File: src/rtl/mips_hazard_unit.sv
// mips_hazard_unit
// Hazard and forwarding controller for a 5-stage MIPS pipeline, located in ID.
// It forwards operands, stalls on load-use and MDU hazards, flushes on a taken
// branch, tracks how long the multiply/divide unit stays busy, and counts stall
// cycles with a saturating counter.
//
// Optional feature: define HAZARD_WB_FORWARD_EN to also forward from WB
// (select 2'b11). When it is undefined, WB is ignored because the register
// file is write-first.
//
// Ports:
//   clk_i, rst_i                    clock and synchronous active-high reset
//   rs_i, rt_i, rs_used_i, rt_used_i
//                                   ID source registers and their "used" flags
//   write_reg_*_i, RegWrite_*_i     destination register and write enable for EX/MEM/WB
//   MemRead_EX_i                    the instruction in EX is a load
//   mdu_start_i, mdu_use_i          ID instruction is mult/div, or reads HI/LO
//   branch_taken_i                  the branch in EX resolved taken
//   stall_cnt_clr_i                 clears the stall counter
//   stall_o, flush_IFID_o, flush_IDEX_o
//                                   pipeline control (combinational)
//   Asrc_o, Bsrc_o                  forwarding selects (combinational)
//   mdu_busy_o, stall_cnt_o         registered status

module mips_hazard_unit #(
    parameter int unsigned REG_AW  = 5,
    parameter int unsigned MDU_LAT = 4,
    parameter int unsigned CNT_W   = 16
) (
    input  logic              clk_i,
    input  logic              rst_i,
    input  logic [REG_AW-1:0] rs_i,
    input  logic [REG_AW-1:0] rt_i,
    input  logic              rs_used_i,
    input  logic              rt_used_i,
    input  logic [REG_AW-1:0] write_reg_EX_i,
    input  logic [REG_AW-1:0] write_reg_MEM_i,
    input  logic [REG_AW-1:0] write_reg_WB_i,
    input  logic              RegWrite_EX_i,
    input  logic              RegWrite_MEM_i,
    input  logic              RegWrite_WB_i,
    input  logic              MemRead_EX_i,
    input  logic              mdu_start_i,
    input  logic              mdu_use_i,
    input  logic              branch_taken_i,
    input  logic              stall_cnt_clr_i,
    output logic              stall_o,
    output logic              flush_IFID_o,
    output logic              flush_IDEX_o,
    output logic [1:0]        Asrc_o,
    output logic [1:0]        Bsrc_o,
    output logic              mdu_busy_o,
    output logic [CNT_W-1:0]  stall_cnt_o
);

    localparam int unsigned BUSY_W = $clog2(MDU_LAT + 1);

    localparam logic [1:0] SEL_RF  = 2'b00;
    localparam logic [1:0] SEL_EX  = 2'b01;
    localparam logic [1:0] SEL_MEM = 2'b10;
`ifdef HAZARD_WB_FORWARD_EN
    localparam logic [1:0] SEL_WB  = 2'b11;
`endif

    logic [BUSY_W-1:0] busy_cnt_d, busy_cnt_q;
    logic [CNT_W-1:0]  stall_cnt_d, stall_cnt_q;

    // A stage is a forwarding candidate only if it writes a non-zero register.
    logic ex_wr_c, mem_wr_c;
    logic load_use_c, mdu_haz_c, busy_c;

    assign ex_wr_c  = RegWrite_EX_i  && (write_reg_EX_i  != '0);
    assign mem_wr_c = RegWrite_MEM_i && (write_reg_MEM_i != '0);

`ifdef HAZARD_WB_FORWARD_EN
    logic wb_wr_c;
    assign wb_wr_c = RegWrite_WB_i && (write_reg_WB_i != '0);
`else
    logic unused_wb;
    assign unused_wb = ^{RegWrite_WB_i, write_reg_WB_i};
`endif

    // Forwarding selects, priority EX > MEM > WB; "used" flags do not gate them.
    always_comb begin
        Asrc_o = SEL_RF;
        Bsrc_o = SEL_RF;
        if (ex_wr_c && (write_reg_EX_i == rs_i)) begin
            Asrc_o = SEL_EX;
        end else if (mem_wr_c && (write_reg_MEM_i == rs_i)) begin
            Asrc_o = SEL_MEM;
`ifdef HAZARD_WB_FORWARD_EN
        end else if (wb_wr_c && (write_reg_WB_i == rs_i)) begin
            Asrc_o = SEL_WB;
`endif
        end
        if (ex_wr_c && (write_reg_EX_i == rt_i)) begin
            Bsrc_o = SEL_EX;
        end else if (mem_wr_c && (write_reg_MEM_i == rt_i)) begin
            Bsrc_o = SEL_MEM;
`ifdef HAZARD_WB_FORWARD_EN
        end else if (wb_wr_c && (write_reg_WB_i == rt_i)) begin
            Bsrc_o = SEL_WB;
`endif
        end
    end

    // Hazard detection; a taken branch squashes ID, so it suppresses the stall.
    always_comb begin
        load_use_c = MemRead_EX_i && (write_reg_EX_i != '0) &&
                     (((write_reg_EX_i == rs_i) && rs_used_i) ||
                      ((write_reg_EX_i == rt_i) && rt_used_i));
        busy_c     = (busy_cnt_q != '0);
        mdu_haz_c  = busy_c && (mdu_use_i || mdu_start_i);
        stall_o    = (load_use_c || mdu_haz_c) && !branch_taken_i;
        flush_IFID_o = branch_taken_i;
        flush_IDEX_o = branch_taken_i;
    end

    // Next-state logic for the MDU tracker and the saturating stall counter.
    always_comb begin
        busy_cnt_d  = busy_cnt_q;
        stall_cnt_d = stall_cnt_q;

        if (rst_i) begin
            busy_cnt_d = '0;
        end else if (mdu_start_i && !stall_o && !branch_taken_i) begin
            busy_cnt_d = BUSY_W'(MDU_LAT);
        end else if (busy_cnt_q != '0) begin
            busy_cnt_d = busy_cnt_q - BUSY_W'(1);
        end

        if (rst_i || stall_cnt_clr_i) begin
            stall_cnt_d = '0;
        end else if (stall_o && (stall_cnt_q != '1)) begin
            stall_cnt_d = stall_cnt_q + CNT_W'(1);
        end
    end

    // State registers.
    always_ff @(posedge clk_i) begin
        busy_cnt_q  <= busy_cnt_d;
        stall_cnt_q <= stall_cnt_d;
    end

    assign mdu_busy_o  = (busy_cnt_q != '0);
    assign stall_cnt_o = stall_cnt_q;

endmodule

File: config.mk
export PLATFORM = sky130hd
export DESIGN_NAME = mips_hazard_unit
export DESIGN_NICKNAME = d
export VERILOG_FILES = /design/src/rtl/mips_hazard_unit.sv
export SDC_FILE = /design/constraint.sdc
export NUM_CORES = 1
export LEC_CHECK = 0
export ABC_AREA = 0
export ABC_CLOCK_PERIOD_IN_PS = 4050
export CAP_MARGIN = 5
export CORE_MARGIN = 1.5
export CORE_UTILIZATION = 39
export CTS_CLUSTER_DIAMETER = 60
export DETAILED_ROUTE_END_ITERATION = 8
export PLACE_DENSITY = 0.76
export SETUP_SLACK_MARGIN = 0.3
export SYNTH_ARGS = -nofsm -noshare
export SYNTH_HDL_FRONTEND = slang
export SYNTH_SLANG_ARGS = --single-unit
File: constraint.sdc
create_clock -name clk_i -period 4.05 [get_ports clk_i]
set_input_delay 1.215 -clock clk_i [delete_from_list [all_inputs] [get_ports clk_i]]
set_output_delay 1.215 -clock clk_i [all_outputs]
set_load 0.005 [all_outputs]
Yosys cells after proc, flatten, opt, wreduce, memory -nomap -nowiden
Index checks and enable logic that the tools add are counted.
{"block": "op_classes", "add_sub_neg": 2, "eq_ne": 5, "muxes": 6, "reduce_logical": 26}
{"op": "5-bit == test", "n": 4}
{"op": "16-bit by 1-bit adder with 16-bit output, second input constant", "n": 1}
{"op": "16-bit inequality test, second input constant", "n": 1}
{"op": "1-bit logical AND", "n": 15}
{"op": "5-bit nonzero test", "n": 2}
{"op": "2-bit 2-to-1 mux", "n": 4}
{"op": "3-bit 2-to-1 mux", "n": 2}
{"op": "1-bit logical OR", "n": 4}
{"op": "3-bit nonzero test", "n": 1}
{"op": "3-bit by 1-bit subtractor with 3-bit output, second input constant", "n": 1}
{"op": "1-bit zero test", "n": 2}
{"op": "2-bit nonzero test", "n": 1}
{"op": "2-bit OR reduction", "n": 1}
{"block": "totals", "regBits": 19, "in_bits": 37, "output_inout_bits": 24, "word_cells": 42}

Longest topological paths before layout
Gate-level depths: netlist of the first run.
{"block": "logic_depth", "word_depth": 10, "ltp_mapped": 9, "mapped_depth_nobuf": 8}

Least setup slack after synthesis of the first run
OpenSTA, ideal clock, no wires.
{"block": "synth_timing", "kind": "input port to output port", "start": "input rt_i[1]", "end": "output stall_o", "t_arrival_ns": 2.214, "t_required_ns": 2.835, "setup_slack_ns": 0.621, "stages": 6, "path_buffers": 1, "path_cell_list": "xor2_1 nor3_1 a32o_1 a21boi_1 clkbuf_1 nor2_1"}
{"block": "synth_between", "elab_chain_len": 6}
{"element": "start, declared", "line": "33", "source": "input logic [REG_AW-1:0] rt_i,"}
{"element": "5-bit == test", "line": "111", "source": "((write_reg_EX_i == rt_i) && rt_used_i));"}
{"element": "1-bit logical AND", "line": "111"}
{"element": "1-bit logical OR", "line": "110", "source": "(((write_reg_EX_i == rs_i) && rs_used_i) ||"}
{"element": "1-bit logical AND", "line": "109", "source": "load_use_c = MemRead_EX_i && (write_reg_EX_i != '0) &&"}
{"element": "1-bit logical OR", "line": "114", "source": "stall_o = (load_use_c || mdu_haz_c) && !branch_taken_i;"}
{"element": "1-bit logical AND", "line": "114"}
{"element": "end, declared", "line": "47", "source": "output logic stall_o,"}
No other way between the ends.

Worst setup path in the final report of the first run
{"block": "layout_timing", "start": "input write_reg_MEM_i[1]", "end": "output Bsrc_o[1]"}
{"block": "layout_between", "elab_chain_len": 5, "elab_cells_between_ends": 6, "classes_between": "1 x eq/ne; 2 x mux; 3 x reduce/logical"}
{"element": "start, declared", "line": "37", "source": "input logic [REG_AW-1:0] write_reg_MEM_i,"}
{"element": "5-bit nonzero test", "line": "73", "source": "assign mem_wr_c = RegWrite_MEM_i && (write_reg_MEM_i != '0);"}
{"element": "1-bit logical AND", "line": "73"}
{"element": "1-bit logical AND *", "line": "98", "source": "end else if (mem_wr_c && (write_reg_MEM_i == rt_i)) begin"}
{"element": "2-bit 2-to-1 mux *", "line": "98"}
{"element": "2-bit 2-to-1 mux *", "line": "96", "source": "if (ex_wr_c && (write_reg_EX_i == rt_i)) begin"}
{"element": "end, declared", "line": "51", "source": "output logic [1:0] Bsrc_o,"}
Mark *: on every way between the ends. The rest lies on a longest branch, timed or not.

==> impl_metrics.py, run 1 <==
metrics = {
    "power_and_ir_drop": {
        "cellLeakagePower_nw": 0.7598,
        "ir_drop_mv": 0.2741,
        "powerDensity_mw_per_mm2": 267.3,
    },
    "sta": {
        "fmax_ghz": 0.2698,
        "fin_skew_ns": 0.003412,
        "post-route-period-util": 0.9153,
        "worstMarginPinSlew_ns": 0.8162,
        "rsz0062_at_grt": "true",
        "period_minus_slack_ns": 3.707,
        "fin_setup_tns_ns": 0,
        "setup_viol": 0,
        "hold_violations": 0,
        "slew_viol_final": 0,
        "layout_setup_ws_ns": 0.3431,
        "relSlewSlack": 0.4548,
    },
    "die": {
        "coreArea_mm2": 0.003337,
        "start_util": 0.4046,
        "die_area_mm2": 0.003824,
        "die_h_um": 61.84,
        "row_count": 21,
        "die_x_um": 61.84,
        "io_pins": 61,
    },
    "placed_design": {
        "dpl.hpwl_um": 2785,
        "portBuffers": 54,
        "pre_cts_ws_ns": -0.4058,
        "place_area_mm2": 0.002031,
        "place_congestion": 0.8086,
        "place_inst": 276,
    },
    "synthesis": {
        "ys_ff_latch": 19,
        "syn-num-nets": 210,
        "yosysSeqAreaShare": 0.2817,
        "netlist_instances": 169,
        "yosys_warnings": 0,
        "ys_types": 36,
        "postSynthAreaPerCell_um2": 7.988,
        "dominantRegCellSynth": "dfxtp_1",
        "syn_area_mm2": 0.001350,
        "synth_enable_flop_cells": 0,
        "ys_async_sr_fraction": 0,
    },
    "detailed_routing": {
        "drt_iter0_drc": 90,
        "dr_total_vias": 1451,
        "routedWlPerCell_um": 13.06,
        "viasPerCell": 5.182,
        "routed_wl_um": 3658,
        "antenna_left": 0,
        "drc": 0,
        "dr.pass1.iters": 4,
    },
    "grt": {
        "grt_pass1_wl_um": 6113,
        "antenna_found_initial": 0,
        "grtUsageMet2": 0.3579,
        "busiest_layer": "met2",
        "grt_max_degree": 32,
        "grt_pass1_vias": 1347,
        "met3_usage": 0.05383,
        "overflow": 0,
        "grt_usage": 0.2155,
        "use_met1": 0.2776,
    },
    "critical_path": {
        "path_class": "in2out",
        "required_ns": 2.83,
        "critPathMaxFanout": 2,
        "worst_setup_path_end_kind": "output pin",
        "critPathLaunchType": "input port",
        "cp.arrival_ns": 2.49,
    },
    "clocking": {
        "post_cts.repair.setup_buffers": 0,
        "cts_tree": "yes",
        "cts.htree.levels": 1,
        "cts.sink_count": 19,
        "cts_made_buffers": 3,
        "clk_pin_slew_ns": 0.11,
        "clockRootBuffer": "clkbuf_4",
        "max-clock-path-buffers": 2,
        "insertion_delay_ns": 0.31,
    },
    "finish": {
        "nets": 276,
        "antenna_cells": 0,
        "syn2layout_area_growth_pct": 53.66,
        "drive_gt1_frac": 0.1966,
        "fillCellCount": 337,
        "fin_area_mm2": 0.002074,
        "final_cells": 280,
    },
    "outcome": {
        "outcome": "finished clean",
    },
    "job": {
        "cap_violations": 0,
    },
    "worst_hold_path": {
        "hold_path.class": "reg2reg",
    },
}
[report_power, final]
part | total [W] | internal, W | switching [W] | leakage, nW
clock | 0.0000993 | 0.0000385 | 0.0000608 | 0.0150
combinational | 0.000251 | 0.000115 | 0.000136 | 0.591
sequential | 0.000205 | 0.000199 | 0.00000564 | 0.154
[placed cells by master, fill, tap and decap left out, types with 2 or more instances in the layout]
cell             count
buf_2                4
dfxtp_1             19
xor2_2               3
nor3_2               3
nand4_1              2
o21ai_0             10
or4_1                9
buf_4               15
inv_1                7
clkdlybuf4s15_1      5
clkbuf_2             2
mux2i_1              2
or4b_1               2
nor4_1               2
nand2_1             11
clkdlybuf4s50_1     28
a21oi_1             18
clkbuf_4             3
nor2_1               6
nand3_1              3
ha_1                 4
or3_1               13
o31ai_1              6
dlygate4sd2_1       14
xor2_1              17
or3b_2               2
[flip-flops by register name, summed over array words and instances, names as in the netlist]
signal,flops
stall_cnt_o,16
busy_cnt_q,3
[cells in the mapped netlist (2+ instances only)]
library cell  instances  area [um2]
xor2_1               20       175.2
dfxtp_1              19       380.4
a21oi_1              18       90.09
or3_1                13       81.33
nand2_1              12       45.04
o21ai_0              11       55.05
or4_1                10       75.07
clkbuf_1              7       26.28
inv_1                 7       26.28
nor2_1                7       26.28
o31ai_1               6       45.04
ha_1                  4       50.05
nand3_1               3       15.01
nor3_1                3       15.01
nor4_1                3       18.77
buf_4                 2       15.01
mux2i_1               2       20.02
nand4_1               2       12.51
or3b_2                2       17.52
or4b_1                2       20.02
[repair_timing]
item	in CTS	in global routing
setup endpoints to repair	5	4
pin swaps	11	8
hold buffers	0	0
resized for setup	52	11
[cell type report]
cell class / instances / area (um2) / area share
well taps: 46 / 57.56 / 0.02774
inverters: 7 / 26.28 / 0.01267
flip-flops and latches: 19 / 380.4 / 0.1834
repair buffers: 70 / 618.1 / 0.2979
clock buffers: 4 / 26.28 / 0.01267
multi-input cells: 134 / 965.9 / 0.4656
[critical path, stage by stage]
cell and delay (ns):
clkdlybuf4s15_1 0.20, buf_6 0.13, xor2_1 0.13, or4_4 0.54, nor4_2 0.13, buf_2 0.15
[stage by stage]
| step | util | total power (W) | hold slack [ns] |
|---|---|---|---|
| 2_1_floorplan | - | 0.0003481 | 0.4755 |
| 3_3_place_gp | 0.6085 | 0.0004585 | 0.4829 |
| 3_5_place_dp | 0.6085 | 0.0004629 | 0.4976 |
| 4_1_cts | 0.6157 | 0.0005565 | 0.5135 |
| 5_1_grt | 0.6217 | 0.0006026 | 0.5550 |
| 6_report | 0.6217 | 0.0005546 | 0.5160 |
[layer usage]
layer,up-vias,part of all wire
li1,752,-
met4,0,0.0025
met1,673,0.45
met5,-,0
met3,2,0.025
met2,24,0.52
[cell families (layout without fill, tap and decap cells)]
logic type / after synthesis / after routing / synth area share
buffers and inverters: 16 / 81 / 0.05005
DFF: 19 / 19 / 0.2817
and+or+nand+nor: 68 / 68 / 0.3160
muxes: 2 / 2 / 0.01483
adders and majority gates: 4 / 4 / 0.03707
AOI/OAI and AO/OA: 40 / 40 / 0.1705
xor gates and xnor gates: 20 / 20 / 0.1298
[path summary, 6_finish.rpt]
| path | from | to | slack (ns) | cells after the start |
|---|---|---|---|---|
| setup / recovery | write_reg_MEM_i[1] | Bsrc_o[1] | 0.34 | 6 |
| hold / removal | stall_cnt_o[15] | stall_cnt_o[15] | 0.52 | 2 |
| setup reg to reg | busy_cnt_q[0] | stall_cnt_o[3] | 1.77 | 9 |
| hold reg to reg | stall_cnt_o[15] | stall_cnt_o[15] | 0.52 | 2 |
Note: power is estimated with default switching activity, not from simulation.
==> run 2: changes to the inputs <==
Settings changed: HOLD_SLACK_MARGIN set to 0.08.
==> results of run 2 <==
The final DEF is identical to that of run 1; final timing and power are the same.
==> run 3: changes to the inputs <==
Settings changed: ABC_CLOCK_PERIOD_IN_PS 4050 to 3350, CORE_UTILIZATION 39 to 37, PLACE_DENSITY 0.76 to 0.75.
Clock period 4.05 ns to 3.35 ns, I/O delays scaled along.
==> run 3 against run 2 <==
Net effect:
- critical path depth unchanged
- worst hold slack worse by 0.0057 ns
- flip-flop and latch count unchanged
- non-clock buffer count up 4
- setup slack worse by 0.26 ns
- global-route usage down 1.6 points
- critical path type unchanged
- critical endpoint unchanged
- largest power group unchanged
==> impl_metrics.py, run 3 (synthesis gave the netlist of run 1 again) <==
metrics = {
    "critical_path": {
        "crit_family": "simple AND/OR/NAND/NOR gates",
        "critPathMaxFanout": 2,
        "slowest_stage": "or4_4",
        "cp_num_buf_inv": 3,
        "path_class": "in2out",
        "cpPeakStageDelay_ns": 0.51,
        "cp_common_cell": "buf_6",
        "worst_setup_path_end_kind": "output pin",
        "required_ns": 2.34,
        "critPathLaunchType": "input port",
        "cp_cell_sequence": "buf_6 -> buf_6 -> xor2_2 -> or4_4 -> nor4_2 -> buf_2",
        "cp.arrival_ns": 2.26,
    },
    "power_and_ir_drop": {
        "comb_power_share": 0.460,
        "switching_share": 0.3713,
        "finalPower_w": 0.0006878,
        "internal-power_w": 0.0004324,
        "pwr-share-clk": 0.179,
        "power_switching_w": 0.0002554,
        "ir_drop_mv": 0.3629,
        "seq_power_share": 0.361,
        "cellLeakagePower_nw": 0.7870,
        "powerDensity_mw_per_mm2": 323.7,
    },
    "detailed_routing": {
        "viasPerCell": 5.215,
        "routedWlPerCell_um": 13.23,
        "antenna_left": 0,
        "dr_total_vias": 1481,
        "drt_iter0_drc": 79,
        "drc": 0,
        "dr.pass1.iters": 4,
        "routed_wl_um": 3758,
    },
    "die": {
        "die_h_um": 63.41,
        "row_count": 21,
        "io_pins": 61,
        "die_x_um": 63.41,
        "start_util": 0.3952,
        "coreArea_mm2": 0.003416,
        "die_area_mm2": 0.004020,
    },
    "clocking": {
        "cts_made_buffers": 3,
        "clockRootBuffer": "clkbuf_4",
        "cts.htree.levels": 1,
        "clk_pin_slew_ns": 0.12,
        "max-clock-path-buffers": 2,
        "cts_tree": "yes",
        "cts.sink_count": 19,
        "insertion_delay_ns": 0.31,
        "cts_hold_buf": 0,
    },
    "sta": {
        "relSlewSlack": 0.5127,
        "fmax_ghz": 0.3065,
        "rsz0062_at_grt": "true",
        "layout_setup_ws_ns": 0.08753,
        "whs_ns": 0.5104,
        "fin_skew_ns": 0.007241,
        "worstMarginPinSlew_ns": 0.7294,
        "slew_viol_final": 0,
        "hold_violations": 0,
        "post-route-period-util": 0.9739,
        "setup_viol": 0,
        "period_minus_slack_ns": 3.262,
    },
    "finish": {
        "final_cell_mix": "clkdlybuf4s50_1, buf_4, dfxtp_1",
        "largest_reg_flops": 16,
        "drive_gt1_frac": 0.3151,
        "syn2layout_area_growth_pct": 57.37,
        "fin_area_mm2": 0.002125,
        "final_common_cell": "clkdlybuf4s50_1",
        "final_cells": 284,
        "nets": 280,
        "antenna_cells": 0,
    },
    "placed_design": {
        "place_congestion": 0.8546,
        "place_inst": 276,
        "dpl.hpwl_um": 2746,
        "pre_cts_ws_ns": -0.6293,
        "portBuffers": 54,
        "place_area_mm2": 0.002031,
    },
    "grt": {
        "grt_pass1_wl_um": 6534,
        "antenna_found_initial": 0,
        "grt_max_degree": 32,
        "overflow": 0,
        "grt_usage": 0.1999,
        "grt_pass1_vias": 1460,
    },
    "job": {
        "cap_violations": 0,
    },
    "worst_hold_path": {
        "hold_path.class": "reg2reg",
    },
    "outcome": {
        "outcome": "finished clean",
    },
}
[run 3: path summary, 6_finish.rpt]
| kind | startpoint | end | slack, ns | cells after the start |
|---|---|---|---|---|
| max | write_reg_MEM_i[1] | Bsrc_o[1] | 0.09 | 6 |
| min | stall_cnt_o[5] | stall_cnt_o[5] | 0.51 | 2 |
| max reg2reg | busy_cnt_q[1] | stall_cnt_o[3] | 1.08 | 9 |
| min reg2reg | stall_cnt_o[5] | stall_cnt_o[5] | 0.51 | 2 |
[run 3: area by class of cell]
type / count / area [um2]
sequential: 19 / 380.4
fill: 298 / 1291
clock buffer: 4 / 26.28
timing repair buffer: 74 / 611.8
tap: 46 / 57.56
multi-input combinational: 134 / 1022
inverter: 7 / 26.28
[run 3: what timing repair did]
item                                    4_1_cts  5_1_grt
pin swaps                                    21       12
gates resized for setup                     121       20
setup buffers                                 1        3
endpoints found under the setup margin        8        5
[run 3: worst min-delay path, stage by stage, from the launching register on]
cell and delay [ns]:
dfxtp_1 0.35, o21ai_0 0.07, a21oi_1 0.06
[run 3: metal layers]
metal,share of wire,global-route usage,routed length [um],vias up
met1,0.44,0.2448,1671,688
met4,0.029,0.07880,110,0
met2,0.49,0.3421,1842,31
met5,0,0,0,-
met3,0.035,0.03929,133,13
li1,-,-,-,749
[run 3: metrics by stage]
| stage | utilization | setup TNS [ns] |
|---|---|---|
| floorplan | - | 0 |
| global placement | 0.5945 | -2.816 |
| detailed placement | 0.5945 | -2.825 |
| CTS | 0.5993 | 0 |
| global route | 0.6220 | 0 |
| finish | 0.6220 | 0 |
[run 3: power groups by stage]
stage	clock, W	combinational (W)	sequential, W
floorplan	0	0.000169	0.000251
global placement	0	0.000301	0.000253
detailed placement	0	0.000304	0.000253
CTS	0.000123	0.000303	0.000248
global route	0.000137	0.000351	0.000251
finish	0.000123	0.000316	0.000248
